[src/rtl/uart_tx_fifo.sv]
// Byte FIFO feeding uart_tx: buffers bytes from uart_rx and drains them one at a
// time through the tx_start/tx_busy handshake.
`timescale 1ns/1ps
module uart_tx_fifo #(
  parameter int unsigned DEPTH = 16
) (
  input  logic                     clk_i,
  input  logic                     rst_i,
  input  logic                     wr_en_i,
  input  logic [7:0]               wr_data_i,
  input  logic                     tx_busy_i,
  output logic                     tx_start_o,
  output logic [7:0]               tx_data_o,
  output logic [$clog2(DEPTH):0]   count_o,
  output logic                     empty_o,
  output logic                     full_o,
  output logic                     overflow_o
);

  localparam int unsigned AW = $clog2(DEPTH);
  localparam int unsigned CW = AW + 1;

  typedef enum logic [1:0] {StIdle, StStart, StWaitBusy, StWaitDone} state_e;

  state_e          state_q;
  logic [7:0]      mem_q [DEPTH];
  logic [AW-1:0]   wr_ptr_q, rd_ptr_q;
  logic [CW-1:0]   count_q, count_d;
  logic            overflow_q;
  logic            tx_start_q;
  logic [7:0]      tx_data_q;
  logic            push, pop;

  assign empty_o    = (count_q == '0);
  assign full_o     = (count_q == CW'(DEPTH));
  assign count_o    = count_q;
  assign overflow_o = overflow_q;
  assign tx_start_o = tx_start_q;
  assign tx_data_o  = tx_data_q;

  // full is judged on the pre-edge count, so a write racing a pop while full is dropped
  assign push = wr_en_i && !full_o;
  assign pop  = (state_q == StIdle) && !empty_o && !tx_busy_i;

  always_comb begin
    count_d = count_q + CW'(push) - CW'(pop);
  end

  always_ff @(posedge clk_i) begin
    if (!rst_i && push) begin
      mem_q[wr_ptr_q] <= wr_data_i;
    end
  end

  always_ff @(posedge clk_i) begin
    if (rst_i) begin
      state_q    <= StIdle;
      wr_ptr_q   <= '0;
      rd_ptr_q   <= '0;
      count_q    <= '0;
      overflow_q <= 1'b0;
      tx_start_q <= 1'b0;
      tx_data_q  <= 8'h00;
    end else begin
      count_q <= count_d;
      if (push) begin
        wr_ptr_q <= wr_ptr_q + AW'(1);
      end
      if (wr_en_i && full_o) begin
        overflow_q <= 1'b1;
      end
      unique case (state_q)
        StIdle: begin
          if (pop) begin
            tx_data_q  <= mem_q[rd_ptr_q];
            tx_start_q <= 1'b1;
            rd_ptr_q   <= rd_ptr_q + AW'(1);
            state_q    <= StStart;
          end
        end
        StStart: begin
          tx_start_q <= 1'b0;
          state_q    <= StWaitBusy;
        end
        StWaitBusy: begin
          // no timeout: a uart_tx that never asserts busy is a system fault
          if (tx_busy_i) begin
            state_q <= StWaitDone;
          end
        end
        StWaitDone: begin
          if (!tx_busy_i) begin
            state_q <= StIdle;
          end
        end
        default: state_q <= StIdle;
      endcase
    end
  end

endmodule

[config.mk]
export PLATFORM = sky130hd
export DESIGN_NAME = uart_tx_fifo
export DESIGN_NICKNAME = d
export VERILOG_FILES = /design/src/rtl/uart_tx_fifo.sv
export SDC_FILE = /design/constraint.sdc
export NUM_CORES = 1
export LEC_CHECK = 0
export ABC_AREA = 0
export ABC_CLOCK_PERIOD_IN_PS = 3300
export BUFFER_PORTS_ARGS = -buffer_cell sky130_fd_sc_hd__buf_2
export CAP_MARGIN = 5
export CORE_ASPECT_RATIO = 0.8
export CORE_UTILIZATION = 63
export CTS_BUF_LIST = sky130_fd_sc_hd__clkbuf_8
export DETAILED_ROUTE_END_ITERATION = 8
export GPL_ROUTABILITY_DRIVEN = 0
export GPL_TIMING_DRIVEN = 0
export HOLD_SLACK_MARGIN = 0.08
export PLACE_DENSITY = 0.86
export SLEW_MARGIN = 20
export SYNTH_ARGS = -nofsm -noshare
export SYNTH_HDL_FRONTEND = slang
export SYNTH_SLANG_ARGS = --single-unit
[constraint.sdc]
create_clock -name clk_i -period 3.3 [get_ports clk_i]
set_input_delay 0.165 -clock clk_i [delete_from_list [all_inputs] [get_ports clk_i]]
set_output_delay 0.165 -clock clk_i [all_outputs]
set_load 0.02 [all_outputs]
==> flow_summary.ini <==
[status]
outcome = finished, final reports clean

[worst_setup_path]
crit_chain = inv_1, ha_1, or4b_4, nand2_2, inv_1, ha_1, inv_1, ha_1, fa_1, a21oi_1, nor2_1, or3_1, a21oi_1
crit_path_end_kind = flip-flop
timing.rr.start = count_o[2]$_SDFF_PP0_
timing.critical_path.required_ns = 3.68
startpoint_type = flip-flop
setup.worst_path.start = count_o[2]$_SDFF_PP0_
worst_path_max_delay_cell = or4b_4
timing_worst_setup_path_type = reg -> reg
arrival_ns = 3.44
worstPathMaxFanout = 5
timing.critical_path.slowest_cell_delay_ns = 0.51

[detailed_routing]
detail_route.drc_violations = 0
drtIter0Drc = 235
drt-vias-per-instance = 5.996
drt-total-wl_um = 11950
detail_route.first_pass.iterations = 5
wl_per_cell_um = 21.80
vias = 3286
final_antenna_net_count = 0

[floorplanning]
placementRows = 32
ioPinCount = 29
initial_utilization_pct = 65.07
core_footprint_mm2 = 0.009649
die-height_um = 91.29
die_x_um = 113.6
area_enclosed_by_the_die_boundary_mm2 = 0.01037

[final_layout]
syn2layout_area_growth_pct = 12.61
num-fill-cells = 558
layout.cells.most_common_list = edfxtp_1, buf_2, dfxtp_1
final_core_util_pct = 73.28
antenna_cells = 0
layout-drive-gt1-share_pct = 22.82
num-nets-final = 428
layout_commonest_cell = edfxtp_1

[synth]
synth_enable_flop_cells = 128
synth_ff_type = edfxtp_1
netlist_area_mm2 = 0.006279
netlist-cell-type-count = 34
yosys_warnings = 0
post_synthesis_area_per_instance_um2 = 18.09
synthesis.instances = 347
synth_async_sr_flop_share_pct = 0
ys_ff_latch = 153
synth.yosys.seq_area_share_pct = 69.19
syn_nets = 376

[cts]
tritoncts_clock_tree = built
clockRootBuffer = clkbuf_8
clock-sinks = 153
cts_made_buffers = 17
cts.path.max_buffers = 2
cts_htree_levels = 4
clk_latency_ns = 0.45
clkSlewWorstSetupHoldPaths_ns = 0.08

[placement]
hpwlAfterDp_um = 7668
port-buffer-count = 27

[grt]
largest_net_degree_at_the_start_of_global_routing = 17
grt_first_pass_wirelength_um = 18470
first_global_vias = 3386
global_route.overflow_total = 0
grt_antenna_before_repair = 0
grt_use_total_pct = 26.01

[worst_hold_path]
hold_path_startpoint = wr_data_i[3]
min_path_type = in -> reg

[power]
p_int_w = 0.003460
switching_share_pct = 29.37
vdd_drop_max_v = 0.0005026
p_sw_w = 0.001439
power.density_mw_per_mm2 = 692.8
combPwrFrac_pct = 23.6
static_leakage_nw = 2.445
seq_power_share_pct = 46.6
power.share.clock_pct = 29.8

[sta]
max_slew.worst_pin.slew_ns = 1.001
fmax_mhz = 326.2
final.hold.worst_slack_ns = 0.1024
timing.final.max_slew_violations = 0
unrepaired_setup_endpoints_after_global_routing = no
rel_slew_slack_pct = 32.99
finalHoldViolCount = 0
finalSetupTns_ns = 0
report.final.setup_viol = 0
post_route_clock_skew_ns = 0.008692
final.min_clock_period_ns = 3.066
post-route-period-util_pct = 92.91

[run]
maxCapViolations = 0
==> per-stage QoR <==
step	cells	area (µm²)	power, W	setup slack [ns]
floorplan	347	6279	0.003167	0.4127
finish	548	7071	0.004899	0.2341
global placement	510	6584	0.003422	0.3238
detailed placement	510	6604	0.003473	0.2478
global route	548	7071	0.005118	0.04787
CTS	547	7061	0.004913	0.2258
==> path summary, 6_finish.rpt <==
check,cells after the start,endpoint,slack (ns)
max,13,count_o[4]$_SDFF_PP0_,0.23
min,1,mem_q[5][3]$_DFFE_PP_,0.10
max reg2reg,13,count_o[4]$_SDFF_PP0_,0.23
min reg2reg,2,overflow_o$_SDFFE_PP0P_,0.47
==> area by class of cell <==
type | count | area [µm²] | area share [%]
plain buffers | 17 | 110.1 | 1.557
clock buffers | 17 | 234.0 | 3.309
clock inverters | 15 | 172.7 | 2.442
inverters | 14 | 52.55 | 0.7432
multi-input cells | 163 | 1792 | 25.34
flip-flops and latches | 153 | 4344 | 61.44
well taps | 136 | 170.2 | 2.407
repair buffers | 33 | 195.2 | 2.761
==> power groups by stage <==
stage / clock [W] / sequential (W) / combinational, W
finish: 0.00146 / 0.00228 / 0.00116
global route: 0.00155 / 0.00230 / 0.00127
floorplan: 0 / 0.00239 / 0.000781
detailed placement: 0 / 0.00233 / 0.00114
CTS: 0.00147 / 0.00228 / 0.00116
global placement: 0 / 0.00232 / 0.00110
==> logic make-up after synthesis <==
logic type | count (synthesis) | share of synthesized area, %
flops | 153 | 69.19
buf+inv | 31 | 2.590
simple gates | 67 | 5.739
xor+xnor | 9 | 1.256
fa+ha+maj | 17 | 3.507
mux | 49 | 15.21
compound gates | 21 | 2.511
==> per-layer routing <==
layer	part of all wire (%)	vias to the layer above	track usage, %	routed length, µm
li1	-	1464	-	-
met4	1.6	0	11.29	189
met1	41	1655	33.56	4958
met5	0	-	0	0
met3	6.7	19	8.011	801
met2	50	148	41.16	5998
==> state kept, by name (all words and copies together) (netlist names) <==
name	count
tx_start_o	1
wr_ptr_q	4
tx_data_o	8
count_o	5
overflow_o	1
state_q	2
mem_q	128
rd_ptr_q	4
==> worst max-delay path, delay by kind of cell, from the launching register on <==
family / cells / cell delay [ns]
AOI/OAI and AO/OA: 2 / 0.31
adders and majority gates: 4 / 1.08
buffers and inverters: 3 / 0.26
DFF: 1 / 0.34
and+or+nand+nor: 4 / 1.01
==> synthesized netlist by cell type (2+ instances only) <==
cell | count | area, µm²
edfxtp_1 | 128 | 3844
dfxtp_1 | 25 | 500.5
nor2_1 | 24 | 90.09
mux2i_1 | 17 | 170.2
mux4_1 | 17 | 446.7
ha_1 | 16 | 200.2
mux4_2 | 15 | 337.8
inv_1 | 14 | 52.55
nand2_1 | 10 | 37.54
nand3b_1 | 8 | 60.06
o221ai_1 | 8 | 70.07
a21oi_1 | 7 | 35.03
buf_2 | 7 | 35.03
nor3_1 | 6 | 30.03
xnor2_1 | 6 | 52.55
buf_6 | 5 | 56.30
nand3_1 | 5 | 25.02
clkbuf_1 | 4 | 15.01
nand2b_1 | 3 | 18.77
nor2b_1 | 3 | 18.77
xor2_1 | 3 | 26.28
nand2_2 | 2 | 12.51
o21ai_0 | 2 | 10.01
or3_1 | 2 | 12.51
==> what timing repair did <==
item	CTS	global route
endpoints found under the hold margin	54	1
gates resized for setup	0	0
buffers inserted	0	0
hold buffers	5	1
(Power assumes the default switching activity.)
